$ cat src/rtl/composition_pkg.sv
// Shared types and default widths for the composition-by-for datapath.
package composition_pkg;

  localparam int unsigned DATA_W_DEF = 16;
  localparam int unsigned CNT_W_DEF  = 8;

  typedef enum logic [1:0] {
    StIdle,
    StLaunch,
    StWaitBusy,
    StWaitDone
  } state_e;

endpackage

$ cat src/rtl/for_ctrl_if.sv
// Request-side and callee-side handshake bundle of the iteration controller.
interface for_ctrl_if
  import composition_pkg::*;
#(
  parameter int unsigned DATA_W = DATA_W_DEF,
  parameter int unsigned CNT_W  = CNT_W_DEF
) ();

  logic              ST;
  logic              RD;
  logic [DATA_W-1:0] RES;
  logic [CNT_W-1:0]  N;
  logic [DATA_W-1:0] X0;
  logic [DATA_W-1:0] C;

  logic              F_ST;
  logic              F_RD;
  logic [DATA_W-1:0] F_RES;
  logic [DATA_W-1:0] F_IN1;
  logic [DATA_W-1:0] F_IN2;
  logic [DATA_W-1:0] F_IN3;

  // The controller side.
  modport slave (
    input  ST, N, X0, C, F_RD, F_RES,
    output RD, RES, F_ST, F_IN1, F_IN2, F_IN3
  );

  // The environment: requester plus function unit.
  modport master (
    output ST, N, X0, C, F_RD, F_RES,
    input  RD, RES, F_ST, F_IN1, F_IN2, F_IN3
  );

endinterface

$ cat src/rtl/for_ctrl.sv
// Iteration controller: runs a start/ready function unit N times, feeding each
// result back as the next IN2 operand, and returns the final value.
module for_ctrl
  import composition_pkg::*;
#(
  parameter int unsigned DATA_W = DATA_W_DEF,
  parameter int unsigned CNT_W  = CNT_W_DEF
) (
  input  logic       CLK,
  input  logic       RST,
  for_ctrl_if.slave  bus
);

  state_e            state_q, state_d;
  logic [CNT_W-1:0]  k_q, k_d, n_q, n_d;
  logic [CNT_W-1:0]  k_inc;
  logic [DATA_W-1:0] acc_q, acc_d, c_q, c_d, res_q, res_d;
  logic              rd_q, rd_d;
  logic              accept, f_done, last_iter, f_st;

  assign accept    = (state_q == StIdle) && rd_q && bus.ST;
  assign f_done    = (state_q == StWaitDone) && bus.F_RD;
  assign k_inc     = k_q + CNT_W'(1);
  assign last_iter = (k_inc == n_q);

  // State register.
  always_ff @(posedge CLK or negedge RST) begin
    if (!RST) begin
      state_q <= StIdle;
    end else begin
      state_q <= state_d;
    end
  end

  // Next-state logic.
  always_comb begin
    state_d = state_q;
    unique case (state_q)
      StIdle:     if (accept && (bus.N != '0)) state_d = StLaunch;
      StLaunch:   if (bus.F_RD) state_d = StWaitBusy;
      // Callee may drop RD a cycle or more after accepting the start.
      StWaitBusy: if (!bus.F_RD) state_d = StWaitDone;
      StWaitDone: if (bus.F_RD) state_d = last_iter ? StIdle : StLaunch;
      default:    state_d = StIdle;
    endcase
  end

  // Output logic: the only combinational path is F_RD -> F_ST.
  always_comb begin
    f_st = (state_q == StLaunch) && bus.F_RD;
  end

  // Datapath next-state.
  always_comb begin
    k_d   = k_q;
    n_d   = n_q;
    acc_d = acc_q;
    c_d   = c_q;
    res_d = res_q;
    rd_d  = rd_q;
    if (accept) begin
      n_d   = bus.N;
      c_d   = bus.C;
      acc_d = bus.X0;
      k_d   = '0;
      if (bus.N == '0) begin
        res_d = bus.X0;
      end else begin
        rd_d = 1'b0;
      end
    end else if (f_done) begin
      acc_d = bus.F_RES;
      k_d   = k_inc;
      if (last_iter) begin
        res_d = bus.F_RES;
        rd_d  = 1'b1;
      end
    end
  end

  always_ff @(posedge CLK or negedge RST) begin
    if (!RST) begin
      k_q   <= '0;
      n_q   <= '0;
      acc_q <= '0;
      c_q   <= '0;
      res_q <= '0;
      rd_q  <= 1'b1;
    end else begin
      k_q   <= k_d;
      n_q   <= n_d;
      acc_q <= acc_d;
      c_q   <= c_d;
      res_q <= res_d;
      rd_q  <= rd_d;
    end
  end

  // Operands come straight from registers that only change on accept/done edges.
  assign bus.F_ST  = f_st;
  assign bus.F_IN1 = DATA_W'(k_q);
  assign bus.F_IN2 = acc_q;
  assign bus.F_IN3 = c_q;
  assign bus.RD    = rd_q;
  assign bus.RES   = res_q;

endmodule

$ cat src/flat_wrapper.sv
// flat-port wrapper written by rule: the top's interface ports become plain ports
module for_ctrl_flat import composition_pkg::*;
#(
  parameter int unsigned DATA_W = DATA_W_DEF,
  parameter int unsigned CNT_W  = CNT_W_DEF
)
  (CLK, RST, bus_ST, bus_N, bus_X0, bus_C, bus_F_RD, bus_F_RES, bus_RD, bus_RES, bus_F_ST, bus_F_IN1, bus_F_IN2, bus_F_IN3);
  for_ctrl_if #(.DATA_W(DATA_W), .CNT_W(CNT_W)) bus_i ();
  input  logic CLK;
  input  logic RST;
  input wire logic [$bits(bus_i.ST)-1:0] bus_ST;
  input wire logic [$bits(bus_i.N)-1:0] bus_N;
  input wire logic [$bits(bus_i.X0)-1:0] bus_X0;
  input wire logic [$bits(bus_i.C)-1:0] bus_C;
  input wire logic [$bits(bus_i.F_RD)-1:0] bus_F_RD;
  input wire logic [$bits(bus_i.F_RES)-1:0] bus_F_RES;
  output wire logic [$bits(bus_i.RD)-1:0] bus_RD;
  output wire logic [$bits(bus_i.RES)-1:0] bus_RES;
  output wire logic [$bits(bus_i.F_ST)-1:0] bus_F_ST;
  output wire logic [$bits(bus_i.F_IN1)-1:0] bus_F_IN1;
  output wire logic [$bits(bus_i.F_IN2)-1:0] bus_F_IN2;
  output wire logic [$bits(bus_i.F_IN3)-1:0] bus_F_IN3;
  assign bus_i.ST = bus_ST;
  assign bus_i.N = bus_N;
  assign bus_i.X0 = bus_X0;
  assign bus_i.C = bus_C;
  assign bus_i.F_RD = bus_F_RD;
  assign bus_i.F_RES = bus_F_RES;
  assign bus_RD = bus_i.RD;
  assign bus_RES = bus_i.RES;
  assign bus_F_ST = bus_i.F_ST;
  assign bus_F_IN1 = bus_i.F_IN1;
  assign bus_F_IN2 = bus_i.F_IN2;
  assign bus_F_IN3 = bus_i.F_IN3;
  for_ctrl #(.DATA_W(DATA_W), .CNT_W(CNT_W)) u_core (.CLK(CLK), .RST(RST), .bus(bus_i));
endmodule
$ cat config.mk
export PLATFORM = sky130hd
export DESIGN_NAME = for_ctrl_flat
export DESIGN_NICKNAME = d
export VERILOG_FILES = /design/src/rtl/composition_pkg.sv /design/src/rtl/for_ctrl_if.sv /design/src/rtl/for_ctrl.sv /design/src/flat_wrapper.sv
export SDC_FILE = /design/constraint.sdc
export NUM_CORES = 1
export LEC_CHECK = 0
export CORE_MARGIN = 5
export CORE_UTILIZATION = 44
export CTS_BUF_LIST = sky130_fd_sc_hd__clkbuf_16
export DETAILED_ROUTE_END_ITERATION = 8
export GPL_TIMING_DRIVEN = 0
export HOLD_SLACK_MARGIN = 0.02
export PLACE_DENSITY = 0.79
export SYNTH_ARGS = -nofsm -noshare
export SYNTH_HDL_FRONTEND = slang
export SYNTH_SLANG_ARGS = --single-unit
$ cat constraint.sdc
create_clock -name CLK -period 2.8 [get_ports CLK]
set_input_delay 0.42 -clock CLK [delete_from_list [all_inputs] [get_ports CLK]]
set_output_delay 0.42 -clock CLK [all_outputs]
set_load 0.005 [all_outputs]
* Word-level counts from Yosys, hierarchy flattened
Cells that the tools add are included.
W data, S select, Z words.
** Cells by class
- Reduce and logical (&&, ||, !) cells :: 13
- Equality and inequality tests :: 10
- $add $sub $neg :: 1
- Muxes and demuxes :: 18
** Operator list (number)
- $mux W16 :: 6
- $mux W8 :: 2
- $ne A2 B2 Y1 const B :: 6
- $add A8 B1 Y8 const B :: 1
- $eq A8 B8 Y1 :: 1
- $logic_not A8 Y1 :: 1
- $mux W2 :: 4
- $pmux W2 S4 :: 1
- $reduce_bool A8 Y1 :: 1
- $reduce_and A3 Y1 :: 2
- $logic_and A1 B1 Y1 :: 5
- $mux W1 :: 5
- $eq A2 B2 Y1 const B :: 2
- $reduce_and A4 Y1 :: 1
- $reduce_bool A2 Y1 :: 2
- $eq A2 B1 Y1 const B :: 1
- $logic_not A2 Y1 :: 1
** Storage, ports and cells
- Register bits :: 67
- Logic and storage cells :: 49

* Longest topological paths before layout
- Depth in word-level cells :: 6
- Depth in mapped cells :: 8

* Worst setup path after synthesis
Ideal clock, no wire load.
- Path kind :: input to register
- From :: input bus_N[1]
- To :: register u_core.res_q[0] (netlist: u_core.bus.RES[0])
- Path buffers :: 1
- Cell stages on the path :: 6
- Arrival :: 1.989 ns
- Setup slack :: 0.666 ns
- Required time :: 2.654 ns
- Cell sequence :: or4_1 -> o21ai_2 -> nand2_2 -> o41ai_4 -> buf_6 -> o221ai_1
** Between the ends
- Longest elaborated chain between the ends :: 3
** Ends and longest elaborated chain
- start: declaration :: RTL line flat_wrapper.sv:12 : input wire logic [$bits(bus_i.N)-1:0] bus_N;
- $logic_not A8 Y1 :: RTL line for_ctrl.sv:66 : if (bus.N == '0) begin
- $ne A2 B2 Y1 (no source line)
- $reduce_and A3 Y1 (no source line)
- end signal: assignment :: RTL line for_ctrl.sv:94 : res_q <= res_d;
- end: declaration :: RTL line for_ctrl.sv:17 : logic [DATA_W-1:0] acc_q, acc_d, c_q, c_d, res_q, res_d;
No other way between the ends.
A chain may end at the register's enable or synchronous reset.

* Worst setup path in the final report
- From :: register u_core.k_q[0]
- To :: register u_core.res_q[0] (netlist: u_core.bus.RES[0])
** Between the ends
- Longest elaborated chain between the ends :: 4
** Ends and longest elaborated chain
- start: declaration :: RTL line for_ctrl.sv:15 : logic [CNT_W-1:0] k_q, k_d, n_q, n_d;
- start signal: assignment :: RTL line for_ctrl.sv:90 : k_q <= k_d;
- $add A8 B1 Y8 :: RTL line for_ctrl.sv:23 : assign k_inc = k_q + CNT_W'(1);
- $eq A8 B8 Y1 :: RTL line for_ctrl.sv:24 : assign last_iter = (k_inc == n_q);
- $reduce_bool A2 Y1 (no source line)
- $reduce_and A3 Y1 (no source line)
No other way between the ends.

==> impl_metrics.json <==
{
  "setup_viol": 0,
  "yosysTopAreaCell": "dfrtp_1",
  "relSlewSlack_pct": 43.8,
  "grt_max_degree": 68,
  "cts.clk_slew.worst_paths_ns": 0.06,
  "rsz0062_at_grt": "no",
  "drtAntennaViolNets": 0,
  "p_total_mw": 4.86,
  "core-area_mm2": 0.00725,
  "max_stage_delay_ns": 0.47,
  "ys_types": 42,
  "r2r_start": "u_core.k_q[0]$_DFFE_PN0P_",
  "synth_edf_count": 0,
  "required_ns": 2.96,
  "drive_above_1_share_pct": 7.27,
  "yosys-mux-area-fraction_pct": 0,
  "n_fill_cell": 604,
  "synth_compound_area_share_pct": 13.1,
  "finClkSkew_ns": 0.00911,
  "synth_ff_type": "dfrtp_1",
  "cap_violations": 0,
  "synthSimpleGateAreaFrac_pct": 22.6,
  "syn_to_final_growth_pct": 50.3,
  "vdd_drop_max_uv": 525,
  "start_kind": "flop",
  "fmax_mhz": 383,
  "clk_path_buf_depth": 2,
  "mostFrequentLayoutCell": "nand2_1",
  "final_cell_mix": "nand2_1 (124), clkdlybuf4s50_1 (116), dfrtp_1 (66)",
  "drc": 0,
  "min_period_ns": 2.61,
  "syn_avg_cell_area_um2": 8.84,
  "drv_slew": 0,
  "hold_ws_ns": 0.208,
  "synth_seq_cells": 67,
  "antenna_found_initial": 0,
  "wire_per_inst_um": 15.1,
  "die_area_mm2": 0.00924,
  "grtUsageTotal_pct": 20.9,
  "grt_pass1_vias": 3107,
  "vias_per_cell": 5.12,
  "setup_slack_ns": 0.187,
  "hold_violations": 0,
  "num_rows": 31,
  "drt_iter0_drc": 109,
  "period_share_pct": 93.3,
  "async_flop_share_pct": 100,
  "synth_top_family_by_area": "simple AND/OR/NAND/NOR gates",
  "synthXorXnorAreaFrac_pct": 4.03,
  "rr_worst_depth": 7,
  "ys_seq_area_share_pct": 51.4,
  "die_h_um": 96.1,
  "critical-path-slowest-cell": "dfrtp_1",
  "yosys_warnings": 0,
  "insertion_delay_ns": 0.33,
  "cts-root-buf": "clkbuf_16",
  "cts_buffers": 9,
  "r2r_end": "u_core.bus.RES[0]$_DFFE_PN0P_",
  "cp.arrival_ns": 2.77,
  "r2r_setup_slack_ns": 0.19,
  "status": "complete, no violations",
  "tightestPinTransition_ns": 0.843,
  "start_util_pct": 45.0,
  "hpwl_um": 6800,
  "cts.sinks": 67,
  "wirelength_um": 9200,
  "syn_inst": 369,
  "cts_max_level": 3,
  "instances_no_fill": 608,
  "place_congestion": 0.862,
  "endpoint_kind": "flop",
  "leakage_nw": 2.23,
  "synth-adder-area-share_pct": 2.30,
  "synth_top_area_share_pct": 50.6,
  "path_buf_inv": 1,
  "critical_path.max_fanout": 10,
  "pin_count": 126,
  "dp.cells": 592,
  "numPortBuffers": 117,
  "overflow": 0,
  "syn_area_mm2": 0.00326,
  "crit_family": "compound AO/OA/AOI/OAI gates",
  "firstDrtPassIters": 5,
  "antenna_cells": 0,
  "power.density_mw_per_mm2": 991,
  "via_count": 3112,
  "die_x_um": 96.1,
  "layout.nets": 570,
  "hold_class": "input pin to async pin",
  "ys_top_cells_by_area": "dfrtp_1 (51%), nand2_1 (14%), o221ai_1 (3.8%), nor2_1 (2.8%), a31oi_1 (2.7%)",
  "tritoncts": "built",
  "grt_pass1_wl_um": 14700,
  "dp_worst_setup_slack_ns": -0.214,
  "path_cells": "ha_1, nand3_1, o21a_1, o211a_1, nand4_1, clkbuf_1, o221ai_1",
  "critPathKind": "flop to flop"
}
[area by class of cell]
cell class / count / area [µm²] / share of cell area [%]
Sequential cell: 67 / 1680 / 34.2
Multi-Input combinational cell: 264 / 1410 / 28.7
Timing Repair Buffer: 117 / 1170 / 23.8
Clock buffer: 9 / 225 / 4.59
Buffer: 25 / 134 / 2.73
Tap cell: 99 / 124 / 2.53
Clock inverter: 7 / 92.6 / 1.89
Inverter: 20 / 75.1 / 1.53
[per-layer routing]
| layer | GRT usage, % | share of wire (%) | up-vias |
|---|---|---|---|
| met3 | 6.41 | 10 | 11 |
| met1 | 26.7 | 41 | 1489 |
| li1 | - | - | 1489 |
| met4 | 6.40 | 1.0 | 0 |
| met5 | 0 | 0 | - |
| met2 | 34.1 | 47 | 123 |
[power by group]
group | internal, mW | total [mW] | switching [mW]
logic | 1.13 | 1.99 | 0.863
registers | 1.41 | 1.68 | 0.267
clock network | 0.777 | 1.19 | 0.417
total | 3.31 | 4.86 | 1.55
[synth_stat cells (7+ instances only)]
cell type / count
inv_1: 19
a31oi_1: 14
o21ai_0: 10
dfrtp_1: 66
buf_4: 8
a21oi_1: 7
nor2_1: 24
xnor2_1: 9
nand2_1: 124
clkbuf_1: 14
o221ai_1: 14
[worst max-delay path by stage]
stage / start / to / slack (ns) / cells past startpoint
after detailed placement: bus_N[1] / u_core.bus.RES[5]$_DFFE_PN0P_ / -0.21 / 7
after global routing: u_core.k_q[0]$_DFFE_PN0P_ / u_core.bus.RES[1]$_DFFE_PN0P_ / 0.002 / 7
after CTS: u_core.state_q[0]$_DFFE_PN0P_ / u_core.bus.RES[0]$_DFFE_PN0P_ / 0.07 / 8
final: u_core.k_q[0]$_DFFE_PN0P_ / u_core.bus.RES[0]$_DFFE_PN0P_ / 0.19 / 7
after global placement: RST / u_core.bus.F_IN3[6]$_DFFE_PN0N_ / -0.96 / 1
after floorplan: bus_N[1] / u_core.bus.RES[0]$_DFFE_PN0P_ / 0.67 / 6
[cell families after synthesis]
kind of cell,count (synthesis)
adder cells (fa/ha/maj),6
other,1
flip-flops,67
buffers and inverters,45
XOR/XNOR,15
AND/OR/NAND/NOR,177
AO/OA/AOI/OAI,58
[per-stage QoR]
step / utilization (%) / cell area (µm²) / TNS [ns]
floorplan: - / 3290 / 0
global placement: 63.2 / 4580 / -64.56
detailed placement: 63.2 / 4580 / -1.95
CTS: 67.6 / 4900 / 0
global route: 67.6 / 4900 / 0
finish: 67.6 / 4900 / 0
[flip-flops by register name (all words and copies together) (netlist names)]
register	cells
u_core.bus.F_IN2	16
u_core.n_q	8
u_core.bus.RES	16
u_core.bus.RD	1
u_core.bus.F_IN3	16
u_core.k_q	8
u_core.state_q	2
[repair_timing]
action,4_1_cts,5_1_grt
hold buffers,0,0
endpoints found under the setup margin,0,10
resized for setup,0,1
setup buffers,0,0
[worst reg2reg max path, stage by stage (launching register included)]
cell and delay, ns:
dfrtp_1 0.47, ha_1 0.29, nand3_1 0.21, o21a_1 0.24, o211a_1 0.28, nand4_1 0.26, clkbuf_1 0.47, o221ai_1 0.24
Power figures use the tool's default switching activity.
